===== config.mk =====
export PLATFORM = sky130hd
export DESIGN_NAME = serial_vec
export DESIGN_NICKNAME = d
export VERILOG_FILES = /design/src/rtl/serial_vec.sv
export SDC_FILE = /design/constraint.sdc
export NUM_CORES = 1
export LEC_CHECK = 0
export CAP_MARGIN = 20
export CORE_MARGIN = 10
export CORE_UTILIZATION = 55
export CTS_CLUSTER_DIAMETER = 200
export DETAILED_ROUTE_END_ITERATION = 7
export PLACE_DENSITY = 0.86
export REMOVE_ABC_BUFFERS = 1
export SETUP_SLACK_MARGIN = 0.02
export SLEW_MARGIN = 20
export SYNTH_ARGS = -nofsm -noshare
export SYNTH_HDL_FRONTEND = slang
export SYNTH_SLANG_ARGS = --single-unit

===== constraint.sdc =====
create_clock -name clk -period 4.8 [get_ports clk]
set_input_delay 1.2 -clock clk [delete_from_list [all_inputs] [get_ports clk]]
set_output_delay 1.2 -clock clk [all_outputs]
set_load 0.01 [all_outputs]

===== src/rtl/serial_vec.sv =====
// serial_vec: captures a CORE-wide signed vector on a write strobe
// and replays it one word per clock, lowest index first.
module serial_vec #(
  parameter int DWIDTH = 16,
  parameter int LWIDTH = 10,
  parameter int CORE   = 8
) (
  input  logic                     clk,
  input  logic                     xrst,
  input  logic                     serial_we,
  input  logic signed [DWIDTH-1:0] in_data [CORE-1:0],
  output logic signed [DWIDTH-1:0] out_data
);

  localparam int IW = (CORE > 1) ? $clog2(CORE) : 1;
  localparam logic [LWIDTH-1:0] CORE_L = LWIDTH'(CORE);
  localparam logic [LWIDTH-1:0] ONE    = LWIDTH'(1);

  typedef enum logic {
    IDLE,
    SHIFT
  } state_t;

  state_t                   state, state_n;
  logic [LWIDTH-1:0]        idx, idx_n;
  logic signed [DWIDTH-1:0] out_n;
  logic signed [DWIDTH-1:0] buffer [CORE-1:0];
  logic                     shift_go;
  logic                     drain_go;

  assign shift_go = !serial_we && state == SHIFT
                    && idx < CORE_L;
  assign drain_go = !serial_we && state == SHIFT
                    && idx >= CORE_L;

  always_comb begin
    state_n = state;
    idx_n   = idx;
    out_n   = out_data;
    unique case (1'b1)
      serial_we: begin
        state_n = SHIFT;
        idx_n   = ONE;
        out_n   = in_data[0];
      end
      shift_go: begin
        idx_n = idx + ONE;
        out_n = buffer[idx[IW-1:0]];
      end
      drain_go: begin
        state_n = IDLE;
        idx_n   = '0;
        out_n   = '0;
      end
      default: ;
    endcase
  end

  always_ff @(posedge clk or negedge xrst) begin
    if (!xrst) begin
      state    <= IDLE;
      idx      <= '0;
      out_data <= '0;
    end else begin
      state    <= state_n;
      idx      <= idx_n;
      out_data <= out_n;
    end
  end

  // Buffer is written only on a strobe; it keeps old words while idle.
  always_ff @(posedge clk or negedge xrst) begin
    if (!xrst) begin
      for (int i = 0; i < CORE; i++)
        buffer[i] <= '0;
    end else if (serial_we) begin
      for (int i = 0; i < CORE; i++)
        buffer[i] <= in_data[i];
    end
  end

endmodule


**After elaboration in Yosys (flattened, before gate mapping)**

Cells that the tools add are included.

- Register bits after elaboration: 155
- Output and inout bits: 16
- Input port bits: 131
- Logic and storage cells: 26

- Multiplexer cells: 5
- $add $sub $neg: 1
- Reductions and logical operators: 6
- $lt $le $gt $ge: 3

Operator list:

| cell | number |
|---|---|
| 16-bit binary-select mux with 3-bit select | 1 |
| 16-bit one-hot mux with 3 select lines | 1 |
| 10-bit one-hot mux with 3 select lines | 1 |
| 16-bit 2-to-1 mux | 1 |
| 10-bit by 1-bit adder with 10-bit output, second input constant | 1 |
| 10-bit by 4-bit greater-or-equal comparator with 1-bit output, second input constant | 1 |
| 10-bit by 4-bit less-than comparator with 1-bit output, second input constant | 1 |
| 3-bit by 4-bit less-than comparator with 1-bit output, second input constant | 1 |
| 1-bit logical AND | 3 |
| 3-bit nonzero test | 1 |
| 1-bit one-hot mux with 2 select lines | 1 |
| 2-bit nonzero test | 1 |
| 1-bit zero test | 1 |

**Longest topological paths before layout**

- Depth in word-level cells: 4
- Gate-level depth with buffers: 6
- Gate-level depth less buffers: 4

**Worst setup path before layout**

No wires, ideal clock.

- Kind: input-to-reg
- From: input serial_we
- To: register buffer[0] (netlist name)
- Setup slack: 2,309 ps
- Arrival time: 2,366 ps
- Stages: 4
- Library setup time: 125 ps
- Path buffers: 3
- Cells stage by stage: clkbuf_1 clkbuf_1 clkbuf_1 mux2_2

RTL lines:

| what | RTL line | source |
|---|---|---|
| from (decl) | 10 | `input logic serial_we,` |
| to (signal, indexed assignment) | 78 | `buffer[i] <= in_data[i];` |
| to (decl) | 27 | `logic signed [DWIDTH-1:0] buffer [CORE-1:0];` |

No word-level cell between the ends.

**Worst setup path after layout**

- From: input serial_we
- To: register buffer[74] (netlist name)

No word-level cell between the ends.

==> run_results.csv <==
group,metric,value,unit
worst_hold_path,hold_start,"idx[3]",
sta,fin_crit_sh,54.99,%
setup_path,r2r-start,"idx[4]",
cts,root_buffer,"clkbuf_16",
run,drv_cap,0,
cts,path_clk_slew,0.06,ns
pwr,p_int,2751,uW
synth,yosysTopAreaCellShare,57.28,%
floorplan,start_util,56.37,%
finish,fin_area,0.008906,mm2
synth,yosysTopAreaCell,"dfrtp_1",
setup_path,crit_type,"in2reg",
cts,cts_max_path_buffers,2,
pwr,switchingPower,925.9,uW
synth,synthArstFlopShare,100.0,%
synth,synth.ff_latch_count,155,
setup_path,cp.required,5.10,ns
finish,multi_input_area,0.002736,mm2
sta,max_freq,378.8,MHz
detailed_routing,wl_per_cell,21.24,um
sta,timing.hold.ws,0.4867,ns
place,place_congestion,0.7307,
grt,grt_use_total,19.29,%
sta,setup_viol,0,
detailed_routing,vias,4221,
finish,fill_cells,797,
sta,tns,0,ns
synth,synth_edf_count,0,
setup_path,worst_ep_arrival_time,2.94,ns
synth,synth_area,0.006771,mm2
finish,drive_above_1_share,35.65,%
synth,synth_cells,439,
floorplan,rows,40,
sta,slew_violations,0,
pwr,swShare,25.18,%
status,status,"finished, final reports clean",
detailed_routing,via_per_inst,5.735,
worst_hold_path,hold_end,"idx[3]",
pwr,p_seq_share,43.7,%
place,io_buffers,146,
sta,fin_worst_skew,0.01129,ns
cts,cts-resized-gates,0,
detailed_routing,dr.pass1.iters,5,
setup_path,r2r-end,"out_data[2]",
setup_path,worst_r2r_path_depth,3,
sta,fin_crit,2.640,ns
floorplan,die_y,131.0,um
grt,grt_first_pass_wirelength,25250,um
pwr,p_leak,0.003660,uW
synth,synth_cell_types,27,
floorplan,coreArea,0.01201,mm2
pwr,pwr-share-clk,35.9,%
finish,ff_latch_area,0.003881,mm2
synth,yosys_warnings,0,
cts,cts_tree,"done",
grt,grt_max_degree,89,
synth,yosysMostFrequentCell,"dfrtp_1",
setup_path,cp-end-kind,"flip-flop",
floorplan,die-area,0.01715,mm2
finish,n_antenna_cell,0,
cts,hold_buffers,0,
worst_hold_path,hold_class,"reg2reg",
synth,synth_seq_area_share,57.28,%
setup_path,startpoint_type,"input pin",
detailed_routing,drtAntennaViolNets,0,
place,placed_area,0.008313,mm2
synth,avgSynthCellArea,15.42,um2
sta,hold_violations,0,
detailed_routing,drc_errors,0,
setup_path,cp_max_fo,82,
grt,grt_pass1_vias,4960,
grt,antenna_found_initial,0,
cts,worstSkewPairLatency,0.42,ns
cts,clock_sinks,155,
detailed_routing,drt_iter0_drc,305,
place,hpwl,10460,um
worst_hold_path,worstHoldPathCells,2,
detailed_routing,wl,15630,um
cts,h-tree-depth,4,
sta,max_slew_margin,33.15,%
grt,globalRouteOverflowTotal,0,
setup_path,reg2reg_slack,2.57,ns
cts,post_cts_buffers,0,
synth,synth_area_leaders,"dfrtp_1 (57%), mux2_2 (21%), mux4_2 (11%)",
finish,nets,710,
synth,yosys-top-cells-count,"dfrtp_1 (155), mux2_2 (128), mux4_2 (32)",
pwr,p_per_area,412.9,mW/mm2
finish,syn_to_final_growth,31.52,%
synth,synth_flop_cell,"dfrtp_1",
pwr,p_comb_share,20.4,%
floorplan,io_pins,147,
sta,worst-slew-pin-transition,1.003,ns
floorplan,die_x,131.0,um
sta,rsz0062_at_grt,"no",
pwr,ir_worst_vdd,0.2654,mV
cts,cts_buffers,17,
-- through the flow --
step	util (%)	worst slack, ns	std cells	power (uW)
2_1_floorplan	-	2.464	407	2006
3_3_place_gp	69.21	1.758	705	2350
3_5_place_dp	69.21	1.724	705	2386
4_1_cts	74.10	2.157	736	3717
5_1_grt	74.15	2.050	736	3841
6_report	74.15	2.160	736	3677
-- sequential cells by signal, indices dropped and copies added (netlist names) --
name / cells
buffer: 128
state: 1
out_data: 16
idx: 10
-- per-layer routing --
layer,track usage [%],vias up,wire (um),part of all wire [%]
met1,21.93,2183,6232,40
met2,32.61,118,8038,51
met4,5.494,0,191,1.2
met3,8.219,19,1172,7.5
li1,-,1901,-,-
met5,0,-,0,0
-- placed cells by master (no fill, tap or decap), drive strengths merged --
cell type	n
a21o	1
a22oi	16
and2	6
buf	7
bufinv	2
clkbuf	23
clkdlybuf4s50	144
clkinv	6
dfrtp	155
ha	2
inv	4
mux2	128
mux2i	1
mux4	32
nand2	3
nand3	1
nor2	31
nor4	2
o21ai	5
o21bai	1
o22a	1
o31ai	15
or3	1
or4	1
or4b	1
-- worst max path at each step --
stage / startpoint / endpoint / slack, ns / depth (start not counted)
3_3_place_gp: serial_we / buffer[108] / 1.76 / 3
3_5_place_dp: serial_we / out_data[15] / 1.72 / 3
4_1_cts: serial_we / buffer[74] / 2.16 / 3
5_1_grt: serial_we / buffer[74] / 2.05 / 3
6_report: serial_we / buffer[74] / 2.16 / 3
2_1_floorplan: idx[0] / out_data[10] / 2.46 / 3
-- kinds of logic (layout without fill, tap and decap cells) --
group | count (synthesis) | count (layout) | share of synthesized area [%]
flops | 155 | 155 | 57.28
buf+inv | 36 | 186 | 2.420
compound gates | 39 | 39 | 4.675
simple gates | 46 | 46 | 3.178
mux | 161 | 161 | 32.08
fa+ha+maj | 2 | 2 | 0.3695
-- power by group through the flow --
stage          sequential (uW)  clock (uW)  combinational (uW)
2_1_floorplan             1610           0                 391
3_3_place_gp              1620           0                 730
3_5_place_dp              1630           0                 756
4_1_cts                   1610        1340                 763
5_1_grt                   1630        1400                 809
6_report                  1610        1320                 750
-- critical path, cell delays in order --
cell and delay, ns:
buf_6 0.49, buf_4 0.78, mux2_2 0.43
-- final cells by class --
class                   count  share of cell area (%)
clock buffers              23                   5.591
inverters                   4                  0.1686
repair buffers            151                   16.86
flip-flops and latches    155                   43.58
multi-input cells         248                   30.72
clock inverters             8                   1.012
well taps                 147                   2.065
Note: power is estimated with default switching activity, not from simulation.
==> RTL edit: new RTL, same settings <==
Register the output `out_data` once more, cleared by the reset; this adds one clock of latency there.
--- a/src/rtl/serial_vec.sv
+++ b/src/rtl/serial_vec.sv
@@ -22,4 +22,6 @@
   } state_t;
 
+  logic signed [DWIDTH-1:0] out_data_s0;
+
   state_t                   state, state_n;
   logic [LWIDTH-1:0]        idx, idx_n;
@@ -37,5 +39,5 @@
     state_n = state;
     idx_n   = idx;
-    out_n   = out_data;
+    out_n   = out_data_s0;
     unique case (1'b1)
       serial_we: begin
@@ -61,9 +63,9 @@
       state    <= IDLE;
       idx      <= '0;
-      out_data <= '0;
+      out_data_s0 <= '0;
     end else begin
       state    <= state_n;
       idx      <= idx_n;
-      out_data <= out_n;
+      out_data_s0 <= out_n;
     end
   end
@@ -80,4 +82,12 @@
   end
 
+  always_ff @(posedge clk or negedge xrst) begin
+    if (!xrst) begin
+      out_data <= '0;
+    end else begin
+      out_data <= out_data_s0;
+    end
+  end
+
 endmodule
 
Behaviour: not the same (a bounded check fails within 4 cycles, from zero or initial values and one cycle with xrst low).
==> RTL edit against the original RTL <==
- first-iteration DRC count fell by 25%
- routed wire length rose by 3.9%
- combinational power rose by 2%
- setup slack got worse by 0.10 ns
- total power rose by 8.2%
- global-route usage fell by 0.52 points
- area after synthesis rose by 6.6%
- via count rose by 3.0%
- design area rose by 5.3%
- sequential cell count rose by 16
- critical path depth rose by 1
==> RTL edit: results (changes against the original RTL) <==
- GRT Overall Usage: 18.8% (-0.52 points)
- Leak Pwr: 3.87 nW (+5.7%)
- Met3 Usage GRT: 5.90% (-2.3 points)
- Post-Route M1 WL: 6570 um (+5.5%)
- Drt first pass iters: 4 (-1)
- Grt met1 use: 21.9% (-0.077 points)
- CTS Buf Count: 17 (unchanged)
- Port bufs: 146 (unchanged)
- Dpl cell area: 8770 um^2 (+5.6%)
- CTS Root Cell: clkbuf_16
- Largest delay share family, worst path: buffers and inverters
- Fin nets: 726 (+2.3%)
- Post-cts sizing count: 0 (unchanged)
- Share of cells above drive strength 1: 34.5% (-1.1 points)
- HPWL after DPL: 11100 um (+6.0%)
- Global routing usage on met2: 32.1% (-0.50 points)
- Max Buffers Root-to-Sink: 2 (unchanged)
- Synth warn: 0 (unchanged)
- Top post-synthesis cells by area: dfrtp_1, mux2_2, mux4_2, a22oi_1, nor2_1
- Commonest non-fill, non-tap cell in the layout: dfrtp_1
- First-pass GRT wire length: 26500 um (+5.1%)
- Number of H-tree levels: 4 (unchanged)
- Final GP Congestion: 0.759 (+3.9%)
- Vias post-DR: 4347 (+3.0%)
- Worst path arrival time: 3.05 ns (+0.11 ns)
- Slowest Stage Delay on Critical Path: 0.95 ns (+0.17 ns)
- Wirelength, routed: 16200 um (+3.9%)
- Hold WC Path Type: flip-flop to flip-flop
- Initial antenna violation count: 0 (unchanged)
- Maximum vdd drop: 298 uV (+12%)
- Setup Buffers After CTS: 0 (unchanged)
- Max FO, Critical Path: 20 (-76%)
- CP max-delay cell: dfrtp_1
- Setup Skew: 0.00821 ns (-0.00308 ns)
- Ys flop type: dfrtp_1
- 1st-iter DRT viols: 228 (-25%)
- Clock latency on the worst-skew pair: 0.42 ns (about the same)
- Met3 wire length: 965 um (-18%)
- Async SR Flop Fraction: 100% (unchanged)
- Largest net degree at the start of global routing: 100 (+12%)
- Commonest cells post-synth: dfrtp_1, mux2_2, mux4_2, nor2_1, buf_2
- Met2 WL post-DR: 8420 um (+4.7%)
- Status: completed
- Dpl ws: 1.71 ns (-0.0188 ns)
- Largest registers: buffer: 128 flops, out_data: 16 flops, out_data_s0: 16 flops
- Seq/Total Area, Yosys: 59.3% (+2.0 points)
- Uppermost routed layer: met4
- Synth cell types: 28 (+3.7%)
- Slew headroom: 37.5% (+4.3 points)
- Clk pin slew, worst setup/hold paths: 0.06 ns (about the same)
- # diodes: 0 (unchanged)
- Number of global-route vias before repair: 4951 (-0.18%)
RTL edit: changes by cell type after synthesis, moves of 2 or more:
cell | before | now
clkbuf_1 | 22 | 4
buf_2 | 4 | 20
dfrtp_1 | 155 | 171
buf_1 | 4 | 1
buf_6 | 1 | 4
o21ai_0 | 5 | 2
nor4_1 | 2 | 0
RTL edit: stage by stage:
stage	utilization (%)	total power (W)	cells	hold WS [ns]
floorplan	-	0.00223	423	0.354
global placement	68.9	0.00258	745	0.359
detailed placement	69.0	0.00262	746	0.365
CTS	73.7	0.00402	777	0.375
global route	73.7	0.00416	777	0.380
finish	73.7	0.00398	777	0.372
RTL edit: final timing paths:
path | start | end | slack (ns) | cells after the start
min in group asynchronous | xrst | buffer[13] | 0.89 | 1
setup / recovery | idx[1] | idx[1] | 2.06 | 4
max in group asynchronous | xrst | buffer[62] | 2.89 | 2
hold reg to reg | out_data_s0[8] | out_data[8] | 0.37 | 0
hold / removal | out_data_s0[8] | out_data[8] | 0.37 | 0
setup reg to reg | idx[1] | idx[1] | 2.06 | 4
RTL edit: area by class of cell:
class | count | area [um^2]
clock buffer | 23 | 488
fill | 818 | 3340
clock inverter | 8 | 115
timing repair buffer | 151 | 1510
multi-input combinational | 246 | 2750
sequential | 171 | 4280
tap | 172 | 215
inverter | 6 | 22.5
RTL edit: kinds of logic after synthesis:
family          Yosys count  synth area share, %
flops                   171                 59.3
simple gates             46                 3.38
fa+ha+maj                 2                0.347
compound gates           37                 4.25
buf+inv                  36                 2.69
mux                     161                 30.1
RTL edit: power breakdown:
part           switching (W)  internal (W)  total [W]
Clock               0.000520      0.000867    0.00139
Combinational       0.000286      0.000482   0.000768
Sequential          0.000188       0.00164    0.00182
